===== src/rtl/bist_seq_ctrl.sv =====
// Memory-driven BIST sequencer: fetches {stimulus, expected} vectors from a test ROM,
// applies them to the logic under test, checks each response and compacts it into a MISR.
module bist_seq_ctrl #(
  parameter int ADDR_W = 8,
  parameter int STIM_W = 4,
  parameter int RESP_W = 4,
  parameter int SETTLE = 1,
  parameter int MISR_W = 16,
  parameter logic [MISR_W-1:0] MISR_POLY = 'h1021,
  parameter int CNT_W  = 8
) (
  input  logic                     clk,
  input  logic                     rst_n,
  input  logic                     runbist_en,
  input  logic                     idle_en,
  input  logic                     stop_on_fail,
  input  logic [ADDR_W-1:0]        start_addr,
  input  logic [ADDR_W-1:0]        end_addr,
  output logic                     mem_rd,
  output logic [ADDR_W-1:0]        mem_addr,
  input  logic [STIM_W+RESP_W-1:0] mem_rdata,
  output logic [STIM_W-1:0]        dut_stim,
  output logic                     dut_apply,
  input  logic [RESP_W-1:0]        dut_resp,
  output logic                     busy,
  output logic                     done,
  output logic                     pass,
  output logic [CNT_W-1:0]         fail_cnt,
  output logic [ADDR_W-1:0]        first_fail_addr,
  output logic [RESP_W-1:0]        first_fail_resp,
  output logic [MISR_W-1:0]        signature
);

  typedef enum logic [2:0] {
    S_IDLE, S_INIT, S_MEM_REQ, S_MEM_WAIT, S_APPLY, S_SETTLE, S_CHECK, S_DONE
  } state_t;

  localparam int SCW = (SETTLE > 1) ? $clog2(SETTLE) : 1;
  localparam logic [SCW-1:0] SETTLE_LAST = SCW'((SETTLE > 0) ? SETTLE - 1 : 0);

  state_t              state, state_n;
  logic [ADDR_W-1:0]   cur;
  logic [ADDR_W-1:0]   end_q;
  logic [RESP_W-1:0]   exp_q;
  logic [SCW-1:0]      settle_cnt;
  logic                enabled;
  logic                mismatch;
  logic                last_vec;
  logic                finish;
  logic [MISR_W-1:0]   misr_next;

  assign enabled   = runbist_en & idle_en;
  assign mismatch  = (dut_resp != exp_q);
  assign last_vec  = (cur == end_q);
  assign finish    = last_vec | (mismatch & stop_on_fail);
  assign misr_next = (signature << 1) ^ (signature[MISR_W-1] ? MISR_POLY : '0)
                   ^ MISR_W'(dut_resp);

  always_ff @(posedge clk or negedge rst_n) begin
    if (!rst_n) state <= S_IDLE;
    else        state <= state_n;
  end

  // Losing 'enabled' mid-run aborts to IDLE; DONE waits for it to drop so a new run needs a low cycle.
  always_comb begin
    state_n = state;
    case (state)
      S_IDLE:     if (enabled) state_n = S_INIT;
      S_INIT:     state_n = (start_addr > end_addr) ? S_DONE : S_MEM_REQ;
      S_MEM_REQ:  state_n = S_MEM_WAIT;
      S_MEM_WAIT: state_n = S_APPLY;
      S_APPLY:    state_n = (SETTLE > 0) ? S_SETTLE : S_CHECK;
      S_SETTLE:   if (settle_cnt == SETTLE_LAST) state_n = S_CHECK;
      S_CHECK:    state_n = finish ? S_DONE : S_MEM_REQ;
      S_DONE:     if (!enabled) state_n = S_IDLE;
      default:    state_n = S_IDLE;
    endcase
    if (!enabled && state != S_IDLE && state != S_DONE) state_n = S_IDLE;
  end

  assign mem_rd    = (state == S_MEM_REQ) & enabled;
  assign dut_apply = (state == S_APPLY) & enabled;
  assign mem_addr  = cur;
  assign busy      = (state != S_IDLE) && (state != S_DONE);
  assign done      = (state == S_DONE);
  assign pass      = done && (fail_cnt == '0);

  // Datapath only advances while enabled, so an abort leaves partial results untouched.
  always_ff @(posedge clk or negedge rst_n) begin
    if (!rst_n) begin
      cur             <= '0;
      end_q           <= '0;
      exp_q           <= '0;
      settle_cnt      <= '0;
      dut_stim        <= '0;
      fail_cnt        <= '0;
      first_fail_addr <= '0;
      first_fail_resp <= '0;
      signature       <= '0;
    end else if (enabled) begin
      case (state)
        S_INIT: begin
          cur             <= start_addr;
          end_q           <= end_addr;
          fail_cnt        <= '0;
          first_fail_addr <= '0;
          first_fail_resp <= '0;
          signature       <= '0;
        end
        S_MEM_WAIT: begin
          dut_stim <= mem_rdata[STIM_W+RESP_W-1:RESP_W];
          exp_q    <= mem_rdata[RESP_W-1:0];
        end
        S_APPLY:  settle_cnt <= '0;
        S_SETTLE: settle_cnt <= settle_cnt + 1'b1;
        S_CHECK: begin
          signature <= misr_next;
          if (mismatch) begin
            if (fail_cnt == '0) begin
              first_fail_addr <= cur;
              first_fail_resp <= dut_resp;
            end
            if (fail_cnt != '1) fail_cnt <= fail_cnt + 1'b1;
          end
          if (!finish) cur <= cur + 1'b1;
        end
        default: ;
      endcase
    end
  end

endmodule


===== config.mk =====
export PLATFORM = sky130hd
export DESIGN_NAME = bist_seq_ctrl
export DESIGN_NICKNAME = d
export VERILOG_FILES = /design/src/rtl/bist_seq_ctrl.sv
export SDC_FILE = /design/constraint.sdc
export NUM_CORES = 1
export LEC_CHECK = 0
export CAP_MARGIN = 5
export CORE_MARGIN = 1
export CORE_UTILIZATION = 35
export CTS_CLUSTER_DIAMETER = 100
export DETAILED_ROUTE_END_ITERATION = 16
export GPL_TIMING_DRIVEN = 0
export PLACE_DENSITY_LB_ADDON = 0.1
export RECOVER_POWER = 25
export SLEW_MARGIN = 10
export SYNTH_ARGS = -nofsm -noshare
export SYNTH_HDL_FRONTEND = slang
export SYNTH_SLANG_ARGS = --single-unit

===== constraint.sdc =====
create_clock -name clk -period 2.3 [get_ports clk]
set_input_delay 0.46 -clock clk [delete_from_list [all_inputs] [get_ports clk]]
set_output_delay 0.46 -clock clk [all_outputs]
set_load 0.05 [all_outputs]

Yosys cells after proc, flatten, opt, wreduce, memory -nomap -nowiden
Index checks and enable logic that the tools add are counted.
{"block": "word_totals", "input_bits": 33, "elab_cells": 78, "register_bits": 64}
{"block": "classes", "order_cmp": 1, "mux": 21, "n_reduce_logical": 18, "n_bitwise": 7, "n_eq_ne": 18, "add_sub_neg": 3}
{"op": "one-hot mux 8 bit (2 select lines)", "count": 3}
{"op": "two-way mux 8 bit", "count": 5}
{"op": "one-hot mux 16 bit (2 select lines)", "count": 1}
{"op": "one-hot mux 3 bit (8 select lines)", "count": 1}
{"op": "two-way mux 3 bit", "count": 6}
{"op": "adder 8 x 1 -> 8 bit, second input constant", "count": 2}
{"op": "XOR 16 x 13 -> 16 bit", "count": 1}
{"op": "XOR 16 x 4 -> 16 bit", "count": 1}
{"op": "two-way mux 13 bit", "count": 1}
{"op": "equality test 3 bit, second input constant", "count": 4}
{"op": "inequality test 3 bit, second input constant", "count": 3}
{"op": "equality test 8 bit", "count": 1}
{"op": "> comparator 8 bit", "count": 1}
{"op": "zero test 8 bit", "count": 1}
{"op": "two-way mux 4 bit", "count": 2}
{"op": "inequality test 2 bit, second input constant", "count": 4}
{"op": "inequality test 8 bit, second input constant", "count": 1}
{"op": "one-hot mux 4 bit (2 select lines)", "count": 1}
{"op": "AND reduction 2 bit", "count": 4}
{"op": "AND reduction 4 bit", "count": 2}
{"op": "equality test 3 x 2 -> 1 bit, second input constant", "count": 2}
{"op": "AND reduction 3 bit", "count": 2}
{"op": "bitwise AND 1 bit", "count": 4}
{"op": "logical AND 1 bit", "count": 4}
{"op": "other kinds (10)", "count": 11}

Depth between registers and ports, before layout
{"block": "logic_depth", "ltp_word": 6, "depth_mapped": 8, "mapped_depth_nobuf": 7}

Worst setup path before layout
OpenSTA, ideal clock, no wires.
{"block": "synth_timing", "path_kind": "input to output", "start": "input runbist_en", "end": "output dut_apply", "t_required_ns": 1.840, "arrival_ns": 2.436, "stages": 3, "path_slack_ns": -0.596, "cell_sequence": "nand2_1 -> clkbuf_1 -> nor4b_1"}
{"block": "synth_between", "elab_chain_len": 2}
{"item": "start, declared", "line": "14", "source": "input logic runbist_en,"}
{"item": "bitwise AND 1 bit", "line": "52", "source": "assign enabled = runbist_en & idle_en;"}
{"item": "bitwise AND 1 bit", "line": "82", "source": "assign dut_apply = (state == S_APPLY) & enabled;"}
{"item": "end, declared", "line": "23", "source": "output logic dut_apply,"}
No other way between the ends.

Worst setup path after layout
{"block": "layout_timing", "start": "input idle_en", "end": "output dut_apply"}
{"block": "layout_between", "elab_chain_len": 2}
{"item": "start, declared", "line": "15", "source": "input logic idle_en,"}
{"item": "bitwise AND 1 bit", "line": "52"}
{"item": "bitwise AND 1 bit", "line": "82"}
No other way between the ends.

==> results.txt <==
core box area -> 9200 sq um
DRT iter0 DRCs -> 74
final setup violation count -> 0
WL final -> 8.43 mm
maximum clock path buffer count -> 2
Period Utilization, post-route -> 95.7%
multiplexer share of the synthesized area -> 6.73%
cell-internal power -> 0.00230 W
worst min-delay path startpoint -> end_q[0]
fillcell total -> 912
Final Hold Vio Count -> 0
grt ovf -> 0
Simple-Gate Fraction of Synth Area -> 14.5%
Net Count, Synth -> 369
Initial Util -> 35.8%
power per cell area -> 735 nW/um^2
# diodes -> 0
row cnt -> 35
Synth top area share -> 48.7%
slew margin rel. -> -14.4%
Seq/Total Area, Yosys -> 48.7%
root buffer selected by CTS -> clkbuf_8
final antenna-violating net count -> 0
status -> complete, but fails checks
Crit Path Class -> input port to primary output
YS warnings -> 0
Pleak -> 2.04 nW
Hold Path Class -> flip-flop to flip-flop
top cells by count, synth -> 64 x dfrtp_1, 40 x nand2_1, 25 x inv_1, 21 x o21ai_0, 18 x a21oi_1
Tightest Pin Transition -> 1720 ps
area grow syn2layout -> 39.1%
register area -> 1600 sq um
post-synthesis register bit count -> 64
synthesized instance count -> 325
crit-path max cell delay -> 480 ps
pin count of the biggest net entering global routing -> 37
I/O pin count -> 86
vias in the first global route -> 2,781
MaxCap Viol Count -> 1
Compound-Gate Fraction of Synth Area -> 15.5%
Top delay family on crit path -> buffers and inverters
CP max stage cell -> clkdlybuf4s50_1
first-pass GRT wire length -> 14.0 mm
Total GRT Usage -> 18.3%
CP Data Required Time -> 1840 ps
slack of the critical path -> 99.0 ps
cell area after synthesis -> 3290 sq um
Post-synth EDFFs -> 0
Vias per Instance -> 5.19
Top FF cell, synth -> dfrtp_1
Crit path top cell by count -> buf_4
hold path depth -> 2
H-Tree Depth -> 3
DRT Pass-1 Iters -> 4
Crit Reg-Reg Endpoint -> mem_addr[1]
Adder-Cell Fraction of Synth Area -> 4.18%
worst path bufs/invs -> 3
worst reg2reg path depth -> 5
Worst Hold Path EP -> end_q[0]
Synth area leaders -> dfrtp_1 49%, nand2_1 4.6%, a22o_1 4.5%, ha_1 4.2%, xor2_1 4.0%
later-pin clock latency in the skew report -> 340 ps
peak fanout along the critical path -> 10
Sw Ratio -> 31.7%
crit path cell chain -> clkdlybuf4s50_1 > nand2_1 > buf_4 > nor4b_2 > buf_4
Synth Area in XOR/XNOR -> 5.06%
# hold bufs at CTS -> 0
Achievable Freq -> 0.454 GHz
ys async rst share -> 100%
VDD IR-drop max -> 0.000338 V
Die Y -> 99.0 um
Psw -> 0.00107 W
Chip Width -> 99.0 um
r2r setup slk -> 190 ps
post-route minimum period -> 2200 ps
count of different cell masters after synthesis -> 43
largest area contributor in the netlist -> dfrtp_1
clock slew at reported path FFs -> 70 ps
Inst Count DP -> 522
RePlAce Congestion -> 0.784
HPWL after DPL -> 6.15 mm
CP Capture Type -> primary output
DR WL/cell -> 15.6 um
PortBufs -> 85
Nets -> 467
Fin Clk Skew -> 10.2 ps
Seq pwr share -> 40.6%
dpl ws -> -622 ps
Syn Area/Cell -> 10.1 sq um
CP arrival -> 1740 ps
via count -> 2,796
worst reg2reg path startpoint -> mem_addr[3]
RSZ-0062 raised after global routing -> yes
main combinational cell family by area after synthesis -> compound AO/OA/AOI/OAI gates
CP startpoint kind -> input port
Combinational Power Share -> 23.1%
max-slew violations -> 29
detailed-route DRC error count -> 0
failing checks -> max-capacitance violations, max-slew violations
DIE AREA -> 9800 sq um
clock sink count -> 64
TritonCTS clock tree -> done
Post-Layout Cell Count -> 539
count leader, synth -> dfrtp_1
clock network power share -> 36.3%
Multi-input gate area -> 1540 sq um
initial antenna violation count -> 0
total clock buffers created by CTS -> 9
share of layout cells above drive strength 1 -> 12.6%
stage by stage:
stage               power (W)  setup TNS, ps  utilization (%)  cell area (sq um)  hold WS [ps]
CTS                   0.00341              0             49.7               4570          47.4
global placement      0.00215        -113340             46.7               4290           486
global route          0.00352         -0.393             49.8               4580           532
floorplan             0.00184              0                -               3300           164
detailed placement    0.00217         -13060             46.9               4310           418
finish                0.00337              0             49.8               4580           501
flip-flops by register name (all words and copies together), names as in the netlist:
register / flops
signature: 16
end_q: 8
state: 3
mem_addr: 8
exp_q: 4
dut_stim: 4
first_fail_resp: 4
first_fail_addr: 8
settle_cnt: 1
fail_cnt: 8
layout by cell type, fill, tap and decap left out, types with 4 or more instances in the layout:
cell type / instances
o21ai_0: 21
nand2_1: 40
buf_4: 6
clkbuf_1: 8
ha_1: 11
mux2i_1: 12
mux2_2: 9
xnor2_1: 4
buf_2: 4
dfrtp_1: 64
o311ai_0: 4
clkbuf_8: 10
xor2_1: 15
a21oi_1: 18
nor3_1: 7
nor2_1: 7
nor4_1: 6
inv_1: 25
nand4_1: 5
nand3_1: 8
clkdlybuf4s50_1: 79
a22o_1: 16
final cells by class:
class	instances	share of cell area, %
flip-flops and latches	64	35.0
clock inverters	6	2.51
repair buffers	88	19.0
plain buffers	15	1.89
clock buffers	10	3.01
multi-input cells	220	33.5
inverters	25	2.05
well taps	111	3.03
cells by family (layout without fill, tap and decap cells):
family | after synthesis | count (layout)
AOI/OAI and AO/OA | 74 | 74
xor gates and xnor gates | 19 | 19
DFF | 64 | 64
adders and majority gates | 11 | 11
buffers and inverters | 41 | 144
muxes | 21 | 21
and+or+nand+nor | 95 | 95
worst max path at each step:
stage	cells past startpoint	endpoint	from	slack, ps
global placement	1	dut_stim[2]	rst_n	-1580
global route	7	mem_addr[5]	state[1]	-0.4
floorplan	3	dut_apply	runbist_en	80
detailed placement	5	dut_apply	idle_en	-620
finish	5	dut_apply	idle_en	100
CTS	7	mem_addr[4]	state[1]	9
worst register-to-register path, cell delays in order (launching register included):
cell     delay (ps)
dfrtp_1         490
xor2_1          200
nor4_1          290
a22o_2          330
a21o_1          310
mux2_2          370
routing by layer:
metal	up-vias	global-route usage [%]	part of all wire [%]
met5	-	0	0
met4	0	5.17	1.0
met3	6	4.75	5.1
met2	78	29.2	46
met1	1359	24.6	47
li1	1353	-	-
repair_timing:
| action | in CTS | in global routing |
|---|---|---|
| setup endpoints to repair | 10 | 7 |
| setup buffers | 1 | 1 |
| pin swaps | 0 | 1 |
| resized for setup | 24 | 8 |
power groups by stage:
stage / Clock [W] / Sequential (W) / Combinational, W
finish: 0.00122 / 0.00137 / 0.000777
global route: 0.00130 / 0.00139 / 0.000836
CTS: 0.00126 / 0.00137 / 0.000784
detailed placement: 0 / 0.00139 / 0.000780
global placement: 0 / 0.00139 / 0.000765
floorplan: 0 / 0.00160 / 0.000238
Power figures use the tool's default switching activity.
==> variant: new RTL, config.mk and constraints unchanged <==
The 8 states of `state_t` get a one-hot encoding in 8 bits.
--- a/src/rtl/bist_seq_ctrl.sv
+++ b/src/rtl/bist_seq_ctrl.sv
@@ -33,4 +33,4 @@
 
-  typedef enum logic [2:0] {
-    S_IDLE, S_INIT, S_MEM_REQ, S_MEM_WAIT, S_APPLY, S_SETTLE, S_CHECK, S_DONE
+  typedef enum logic [7:0] {
+    S_IDLE = 8'b00000001, S_INIT = 8'b00000010, S_MEM_REQ = 8'b00000100, S_MEM_WAIT = 8'b00001000, S_APPLY = 8'b00010000, S_SETTLE = 8'b00100000, S_CHECK = 8'b01000000, S_DONE = 8'b10000000
   } state_t;
Function: same outputs for any inputs over 10 cycles, from zero or initial values and one cycle with rst_n low; not proved beyond that.
==> variant against the unedited design <==
- the flow still finishes with violations (capacitance limit, slew limit)
- setup slack got worse by 0.017 ns
- count of clock-buffer cells in the layout is 1 lower
- routed wire length up 12%
- final area rose by 11%
- register-to-register slack got worse by 0.05 ns
- synthesized cell count is 12% higher
- total power rose by 3.4%
- area after synthesis up 10%
- first-iteration DRC count up 92%
- via count increased by 10%
- sequential cell count rose by 5
- critical path type is now flip-flop to output pin
- largest power group unchanged
==> variant: results (changes against the unedited design) <==
* Largest net degree at the start of global routing at 40 (was 37)
* Worst Setup EP: mem_addr[1] (was dut_apply)
* Max Slew Vio Count at 31 (was 29)
* Clock power frac at 38.6% (was 36.3%)
* Reg2Reg Depth at 7 (was 5)
* Worst skew pair latency at 0.34 ns (about the same)
* Antenna Cells at 0 (unchanged)
* Synth unique cells at 51 (was 43)
* Violated checks: capacitance limit, slew limit (unchanged)
* Reg2reg setup slack at 0.14 ns (was 0.19 ns)
* Sequential share of the synthesized area at 47.6% (was 48.7%)
* Max_cap viols at 1 (unchanged)
* Final Wtd Congestion at 0.813 (was 0.784)
* Status: complete, but fails checks (unchanged)
* Beginning of the worst hold path: first_fail_resp[3]$_DFFE_PN0P_ (was end_q[0]$_DFFE_PN0P_)
* H-tree levels at 3 (unchanged)
* Maximum vdd ir drop at 353 uV (was 338 uV)
* RR Startpoint: state[2]$_DFFE_PN0P_ (was mem_addr[3]$_DFFE_PN0P_)
* Nets at 513 (was 467)
* Leakage power at 2.26 nW (was 2.04 nW)
* Slowest-stage cell, CP: clkdlybuf4s50_1 (unchanged)
* DP Area at 4680 um^2 (was 4310 um^2)
* Yosys Warn Count at 0 (unchanged)
* Post-DP HPWL at 6800 um (was 6150 um)
* Synthesized Nets at 408 (was 369)
* Tcrit/Tclk final at 96.4% (was 95.7%)
* Dpl ws at -0.929 ns (was -0.622 ns)
* Crit path max fanout at 7 (was 10)
* Overall Global Routing Usage at 17.9% (was 18.3%)
* Vias in the first global route at 3,060 (was 2,781)
* Initial DRC count at 142 (was 74)
* Via Count at 3,086 (was 2,796)
* Max reg flops at 16 (unchanged)
* Synth cell count leaders: 68 x dfrtp_1, 43 x nand2_1, 31 x nor2_1 (was 64 x dfrtp_1, 40 x nand2_1, 25 x inv_1)
* Critical Path AT at 1.76 ns (was 1.74 ns)
* Ys async rst share at 100% (unchanged)
* Endpoint, Worst Hold: first_fail_resp[3]$_DFFE_PN0P_ (was end_q[0]$_DFFE_PN0P_)
* R2R Path End: mem_addr[6]$_DFFE_PN0P_ (was mem_addr[1]$_DFFE_PN0P_)
* Relative slew slack at -18.8% (was -14.4%)
* Critical path's largest stage delay at 0.87 ns (was 0.48 ns)
* Hold_ws at 0.475 ns (was 0.501 ns)
* Worst clock skew at 0.0113 ns (was 0.0102 ns)
* Comb power at 717 uW (was 777 uW)
* Drt total wl at 9470 um (was 8430 um)
* Setup crit start: mem_addr[1]$_DFFE_PN0P_ (was idle_en)
* Fraction of layout cells with a size suffix above 1 at 17.3% (was 12.6%)
* Fillers at 948 (was 912)
* Synth top area cells: dfrtp_1 47%, xor2_1 6.0%, mux2_2 5.0% (was dfrtp_1 49%, nand2_1 4.6%, a22o_1 4.5%)
* First-pass GRT wire length at 15,500 um (was 14,000 um)
* Net Sw Frac at 30.4% (was 31.7%)
variant: cell types whose count changed after synthesis, moves of 6 or more:
cell / unedited run / this run
and2_1: 0 / 6
mux2i_1: 12 / 1
inv_1: 25 / 14
xor2_1: 15 / 25
nor2_1: 7 / 31
mux2_2: 9 / 16
a21oi_1: 18 / 12
variant: through the flow:
step / util, % / cells / TNS [ns] / total power [mW]
after global placement: 47.0 / 582 / -142.03 / 2.13
after global routing: 51.3 / 607 / -0.0127 / 3.62
after CTS: 50.6 / 600 / 0 / 3.49
after detailed placement: 47.2 / 583 / -25.25 / 2.14
after floorplan: - / 364 / 0 / 1.83
final: 51.3 / 607 / 0 / 3.48
variant: per-layer routing:
| layer | track usage, % | share of wire (%) |
|---|---|---|
| met4 | 4.80 | 1.1 |
| met2 | 28.0 | 45 |
| met1 | 25.6 | 49 |
| met3 | 2.88 | 4.5 |
| met5 | 0 | 0 |
variant: logic make-up (layout without fill, tap and decap cells):
kind of cell               after synthesis  after routing  share of synthesized area (%)
AOI/OAI and AO/OA                       73             73                           13.7
xor gates and xnor gates                27             27                           6.51
adders and majority gates               11             11                           3.79
buffers and inverters                   29            139                           3.44
DFF                                     69             69                           47.6
muxes                                   17             17                           5.24
and+or+nand+nor                        138            138                           19.8
variant: area by class of cell:
type                       instances  area [um^2]  share of cell area [%]
multi-input combinational        266         1850                    36.4
sequential                        69         1730                    34.1
tap                              133          166                    3.27
timing repair buffer              98          951                    18.7
clock inverter                     7          145                    2.85
inverter                          14         52.6                    1.03
clock buffer                       9          124                    2.44
buffer                            11         61.3                    1.21
variant: repair_timing:
action / 4_1_cts / 5_1_grt
setup endpoints to repair: 44 / 47
setup buffers: 4 / 8
pin swaps: 5 / 7
resized for setup: 35 / 13
